$ cat config.mk
export PLATFORM = sky130hd
export DESIGN_NAME = stage_ctrl
export DESIGN_NICKNAME = d
export VERILOG_FILES = /design/src/rtl/stc_pkg.sv /design/src/rtl/stc_scoreboard.sv /design/src/rtl/stage_ctrl.sv
export SDC_FILE = /design/constraint.sdc
export NUM_CORES = 1
export LEC_CHECK = 0
export CAP_MARGIN = 20
export CORE_MARGIN = 2
export CORE_UTILIZATION = 40
export CTS_BUF_LIST = sky130_fd_sc_hd__clkbuf_16
export DETAILED_ROUTE_END_ITERATION = 12
export PLACE_DENSITY = 0.66
export SYNTH_ARGS = -nofsm -noshare
export SYNTH_HDL_FRONTEND = slang
export SYNTH_SLANG_ARGS = --single-unit
$ cat constraint.sdc
create_clock -name fclk_i -period 4.2 [get_ports fclk_i]
set_input_delay 0.84 -clock fclk_i [delete_from_list [all_inputs] [get_ports fclk_i]]
set_output_delay 0.84 -clock fclk_i [all_outputs]
set_load 0.01 [all_outputs]
$ cat src/rtl/stc_pkg.sv
// Shared types and default sizing for the stage controller and its scoreboard.
package stc_pkg;

   localparam int unsigned REG_NUM    = 32;
   localparam int unsigned RIDX_WIDTH = 5;
   localparam int unsigned INFL_WIDTH = 3;

   typedef enum logic [1:0] {
      StRun   = 2'd0,
      StRedir = 2'd1,
      StDrain = 2'd2
   } stc_state_e;

endpackage

$ cat src/rtl/stc_scoreboard.sv
// Per-register write-pending bits with set-over-clear priority and a two-source RAW lookup.
module stc_scoreboard #(
   parameter int unsigned REG_NUM    = stc_pkg::REG_NUM,
   parameter int unsigned RIDX_WIDTH = stc_pkg::RIDX_WIDTH
) (
   input  logic                  clk,
   input  logic                  rst,
   input  logic                  set_en,
   input  logic [RIDX_WIDTH-1:0] set_idx,
   input  logic                  clr_en,
   input  logic [RIDX_WIDTH-1:0] clr_idx,
   input  logic [RIDX_WIDTH-1:0] rs1_idx,
   input  logic                  rs1_rd,
   input  logic [RIDX_WIDTH-1:0] rs2_idx,
   input  logic                  rs2_rd,
   output logic                  hazard
);

   logic [REG_NUM-1:0] busy;
   logic [REG_NUM-1:0] busy_next;
   logic               rs1_haz;
   logic               rs2_haz;

   // Clear first so a same-cycle set of the same register wins; x0 is pinned low.
   always_comb begin
      busy_next = busy;
      if (clr_en) begin
         busy_next[clr_idx] = 1'b0;
      end
      if (set_en && (set_idx != '0)) begin
         busy_next[set_idx] = 1'b1;
      end
      busy_next[0] = 1'b0;
   end

   always_ff @(posedge clk) begin
      if (rst) begin
         busy <= '0;
      end else begin
         busy <= busy_next;
      end
   end

   // A bit being cleared this cycle does not hazard: the writer's result is already available.
   assign rs1_haz = rs1_rd && (rs1_idx != '0) && busy[rs1_idx] &&
                    !(clr_en && (clr_idx == rs1_idx));
   assign rs2_haz = rs2_rd && (rs2_idx != '0) && busy[rs2_idx] &&
                    !(clr_en && (clr_idx == rs2_idx));

   assign hazard = rs1_haz | rs2_haz;

endmodule

$ cat src/rtl/stage_ctrl.sv
// Front-end stage controller: hazard/fence/window stalls and mispredict redirect-then-drain.
module stage_ctrl #(
   parameter int unsigned XLEN         = 32,
   parameter int unsigned STC_PC_WIDTH = 32,
   parameter int unsigned REG_NUM      = stc_pkg::REG_NUM,
   parameter int unsigned RIDX_WIDTH   = stc_pkg::RIDX_WIDTH,
   parameter int unsigned INFL_WIDTH   = stc_pkg::INFL_WIDTH
) (
   input  logic                    fclk_i,
   input  logic                    rst_i,
   input  logic                    dcu_vld_i,
   input  logic                    dpu_rdy_i,
   input  logic [RIDX_WIDTH-1:0]   dcu_rs1_i,
   input  logic [RIDX_WIDTH-1:0]   dcu_rs2_i,
   input  logic                    dcu_rs1_rd_i,
   input  logic                    dcu_rs2_rd_i,
   input  logic [RIDX_WIDTH-1:0]   dcu_rd_i,
   input  logic                    dcu_rd_wr_i,
   input  logic                    dcu_fence_i,
   input  logic                    exu_br_vld_i,
   input  logic                    exu_br_mispred_i,
   input  logic [STC_PC_WIDTH-1:0] exu_br_pc_i,
   input  logic                    wbu_vld_i,
   input  logic [RIDX_WIDTH-1:0]   wbu_rd_i,
   input  logic                    wbu_rd_wr_i,
   output logic                    stc_stall_o,
   output logic                    stc_redirect_o,
   output logic [STC_PC_WIDTH-1:0] stc_pc_o,
   output logic                    stc_idle_o
);

   import stc_pkg::*;

   localparam logic [INFL_WIDTH-1:0] INFL_MAX = '1;

   stc_state_e              state;
   logic [INFL_WIDTH-1:0]   count;
   logic                    redirect;
   logic [STC_PC_WIDTH-1:0] pc;

   logic issue;
   logic hazard;
   logic retire;
   logic count_zero;
   logic mispred;

   assign count_zero = (count == '0);
   assign mispred    = exu_br_vld_i & exu_br_mispred_i;

   assign stc_stall_o = (state != StRun) |
                        (dcu_vld_i & (hazard | (dcu_fence_i & ~count_zero) |
                                      (count == INFL_MAX)));

   assign issue = dcu_vld_i & dpu_rdy_i & ~stc_stall_o;

   // A retire with nothing in flight is dropped so the counter never wraps.
   assign retire = wbu_vld_i & ~count_zero;

   stc_scoreboard #(
      .REG_NUM    (REG_NUM),
      .RIDX_WIDTH (RIDX_WIDTH)
   ) u_scoreboard (
      .clk     (fclk_i),
      .rst     (rst_i),
      .set_en  (issue & dcu_rd_wr_i),
      .set_idx (dcu_rd_i),
      .clr_en  (wbu_vld_i & wbu_rd_wr_i),
      .clr_idx (wbu_rd_i),
      .rs1_idx (dcu_rs1_i),
      .rs1_rd  (dcu_rs1_rd_i),
      .rs2_idx (dcu_rs2_i),
      .rs2_rd  (dcu_rs2_rd_i),
      .hazard  (hazard)
   );

   always_ff @(posedge fclk_i) begin
      if (rst_i) begin
         count <= '0;
      end else if (issue && !retire) begin
         count <= count + 1'b1;
      end else if (!issue && retire) begin
         count <= count - 1'b1;
      end
   end

   // Resolutions seen outside RUN belong to the flushed path and are ignored.
   always_ff @(posedge fclk_i) begin
      if (rst_i) begin
         state    <= StRun;
         redirect <= 1'b0;
         pc       <= '0;
      end else begin
         redirect <= 1'b0;
         unique case (state)
            StRun: begin
               if (mispred) begin
                  state    <= StRedir;
                  redirect <= 1'b1;
                  pc       <= exu_br_pc_i;
               end
            end
            StRedir: begin
               state <= StDrain;
            end
            StDrain: begin
               if (count_zero) begin
                  state <= StRun;
               end
            end
            default: begin
               state <= StRun;
            end
         endcase
      end
   end

   assign stc_redirect_o = redirect;
   assign stc_pc_o       = pc;
   assign stc_idle_o     = count_zero & (state == StRun);

endmodule

==> metrics.md <==
| Metric | Value |
|---|---|
| Sort of element at the start of the critical path | primary input |
| CP Data Arrival Time | 3.05 ns |
| TritonCTS buffer count | 9 |
| Area of the multi-input gates | 2430 µm² |
| Number of warnings issued by yosys | 0 |
| Smallest setup slack after layout | 0.313 ns |
| Count of clock tree sinks | 69 |
| Layout Cells excl Fill | 690 |
| Met3 usage | 7.46% |
| CP Max Fanout | 6 |
| Mean number of vias per cell | 5.45 |
| Transition time at the pin with the least slew margin | 0.829 ns |
| Total iterations of the first detailed-routing run | 4 |
| DRC violations left | 0 |
| Layout cell share with drive strength beyond 1 | 15.8% |
| Cell accounting for the most synthesized area | sky130_fd_sc_hd__dfxtp_1 |
| Gate count after technology mapping | 456 |
| Average footprint of a synthesized cell | 8.77 µm² |
| Layer with the highest usage | met2 |
| Placed instance count | 673 |
| Result of the run | finished, final reports clean |
| Number of enable-type register cells in the synthesized netlist | 0 |
| Count of nets after finishing | 618 |
| Total area of sequential cells | 1380 µm² |
| Crit path time final | 3.89 ns |
| CTS tree | built |
| Die area | 10800 µm² |
| Setup repair after global routing missed its margin | no |
| Wire length of the first global-routing pass | 19.1 mm |
| Synth top area cells | sky130_fd_sc_hd__dfxtp_1 (35%), sky130_fd_sc_hd__o31ai_2 (9.1%), sky130_fd_sc_hd__nand2_1 (8.6%) |
| Count of hold buffers inserted by post-cts repair | 0 |
| Number of max-slew violations in the final report | 0 |
| Remaining global-route overflow | 0 |
| Final core area utilization | 56.0% |
| Leading cell type in the layout, fill and taps excluded | sky130_fd_sc_hd__clkdlybuf4s50_1 |
| Count of routing violations after the opening detailed-route iteration | 237 |
| Final setup vio count | 0 |
| Maximum number of pins on one net before global-route repair | 39 |
| Path category of the worst min-delay check | register to register |
| Cell area power density | 359 nW/µm² |
| Deepest clock path buffer count | 2 |
| Placement-stage worst setup slack | -0.151 ns |
| Number of buffers added on ports | 98 |
| Clock-pin slew of the registers on the worst-case setup and hold paths | 0.06 ns |
| Met2 demand-to-capacity share in global routing | 34.4% |
| Insertion delay of the later-clocked pin in the worst-skew pair | 0.33 ns |
| Number of antenna-violating nets in the routed design | 0 |
| Total Routing Usage GR | 21.6% |
| Share of the synthesized area in the top cell type | 34.5% |
| Number of inserted filler cells in the final layout | 903 |
| Peak supply drop | 0.236 mV |
| Post-route cell area | 5450 µm² |
| Die outline height | 104 µm |
| Horizontal extent of the die | 104 µm |
| Antenna cell count | 0 |
| Mean routed wirelength per cell | 16.8 µm |
| Worst Hold Margin | 0.451 ns |
| Post-place instance area | 5130 µm² |
| Fin Clk Skew | 0.00717 ns |
| Sequential share of the synthesized area | 34.5% |
| Antenna violations before repair | 0 |
| HPWL reported at the end of detailed placement | 8.63 mm |
| Maximum clock rate | 257 MHz |
| Number of setup buffers added after CTS | 0 |
| Commonest non-fill, non-tap cells in the layout | sky130_fd_sc_hd__clkdlybuf4s50_1 (95), sky130_fd_sc_hd__nand2_1 (92), sky130_fd_sc_hd__dfxtp_1 (69) |
| Clock root buffer master | sky130_fd_sc_hd__clkbuf_16 |
| Placement row count | 36 |
| Type of destination of the critical path | output pin |
| Data required time at the worst endpoint | 3.36 ns |
| Headroom to the max-slew limit | 44.6% |
| Mapped cell area | 4000 µm² |
| Vias after detailed routing | 3761 |
| Core Area | 9730 µm² |
| Category of the most critical setup path | primary input to output pin |
| Number of distinct standard cells referenced by the synthesized netlist | 49 |
| Met1 Use GR | 27.4% |
| Placer Congestion | 0.931 |
| Initial Utilization | 41.1% |
| Post-synthesis net count | 522 |
| Number of I/O pins | 99 |
| Hold Violations, Final | 0 |
| Number of global-route vias before repair | 3796 |
| Post-route clock period utilization | 92.5% |
| Number of violations of the max-capacitance limit | 0 |
| H-tree level count | 3 |
| Static leakage power | 1.94 nW |
| Sum of routed wire length over all layers | 11.6 mm |
| FFs w/ async S/R, synth | 0% |
| Primary flip-flop cell chosen by synthesis mapping | sky130_fd_sc_hd__dfxtp_1 |
| Area Growth Syn to Fin | 36.2% |
| #FFs+latches synth | 69 |
==> critical path, cell delays in order <==
cell and delay [ns]:
sky130_fd_sc_hd__clkdlybuf4s50_1 0.46, sky130_fd_sc_hd__buf_4 0.19, sky130_fd_sc_hd__or4_1 0.51, sky130_fd_sc_hd__o21ai_0 0.16
sky130_fd_sc_hd__a31oi_1 0.07, sky130_fd_sc_hd__o221a_2 0.33, sky130_fd_sc_hd__o31a_1 0.29, sky130_fd_sc_hd__dlymetal6s2s_1 0.18
==> cell usage after synthesis (6+ instances only) <==
| cell | instances |
|---|---|
| sky130_fd_sc_hd__mux4_2 | 13 |
| sky130_fd_sc_hd__xor2_1 | 10 |
| sky130_fd_sc_hd__nand3b_1 | 19 |
| sky130_fd_sc_hd__inv_1 | 6 |
| sky130_fd_sc_hd__nand3_1 | 7 |
| sky130_fd_sc_hd__o31ai_2 | 29 |
| sky130_fd_sc_hd__o21ai_0 | 19 |
| sky130_fd_sc_hd__a21oi_1 | 35 |
| sky130_fd_sc_hd__clkbuf_1 | 24 |
| sky130_fd_sc_hd__nand2_1 | 92 |
| sky130_fd_sc_hd__or3_1 | 35 |
| sky130_fd_sc_hd__nor2b_1 | 23 |
| sky130_fd_sc_hd__dfxtp_1 | 69 |
| sky130_fd_sc_hd__nor2_1 | 12 |
==> registers in the layout, summed over array words and instances, names as in the netlist <==
signal,count
state,2
stc_pc_o,32
u_scoreboard.busy,31
stc_redirect_o,1
count,3
==> area by class of cell <==
class / count / area share (%)
Inverter: 6 / 0.413
Tap cell: 133 / 3.05
Multi-Input combinational cell: 346 / 44.5
Clock buffer: 9 / 4.13
Clock inverter: 7 / 1.35
Timing Repair Buffer: 120 / 21.2
Sequential cell: 69 / 25.4
==> final timing paths <==
kind / startpoint / end / slack, ns / depth (start not counted)
worst max-delay path: dcu_rs2_i[0] / stc_stall_o / 0.31 / 8
worst min-delay path: stc_pc_o[11]$_SDFFE_PP0P_ / stc_pc_o[11]$_SDFFE_PP0P_ / 0.45 / 2
worst max register to register: u_scoreboard.busy[10]$_SDFF_PP0_ / count[2]$_SDFFE_PP0P_ / 1.01 / 12
worst min register to register: stc_pc_o[11]$_SDFFE_PP0P_ / stc_pc_o[11]$_SDFFE_PP0P_ / 0.45 / 2
==> per-stage QoR <==
step	total power, W	setup TNS (ns)
finish	0.00195	0
global route	0.00204	0
CTS	0.00196	0
detailed placement	0.00120	-0.245
global placement	0.00120	-0.147
floorplan	0.00100	0
==> power by group <==
group | internal, W | switching [W] | total [W] | leakage (nW)
Clock | 0.000461 | 0.000295 | 0.000756 | 0.136
Sequential | 0.000688 | 0.0000332 | 0.000721 | 0.560
Combinational | 0.000216 | 0.000262 | 0.000477 | 1.25
Total | 0.00136 | 0.000590 | 0.00195 | 1.94
==> repair_timing <==
action	in CTS	in global routing
pin swaps	0	0
gates resized for setup	2	1
setup endpoints to repair	1	1
==> cells by family after synthesis <==
kind of cell | count (synthesis) | share of synthesized area (%)
compound gates | 101 | 19.9
xor+xnor | 12 | 2.63
fa+ha+maj | 2 | 0.813
buf+inv | 41 | 4.85
flops | 69 | 34.5
mux | 20 | 9.66
simple gates | 211 | 27.6
==> layer usage <==
metal  vias to the layer above  part of all wire [%]
met2                       168                    46
met1                      1753                    42
li1                       1822                     -
met4                         0                   2.5
met3                        18                    10
met5                         -                     0
(Power assumes the default switching activity.)
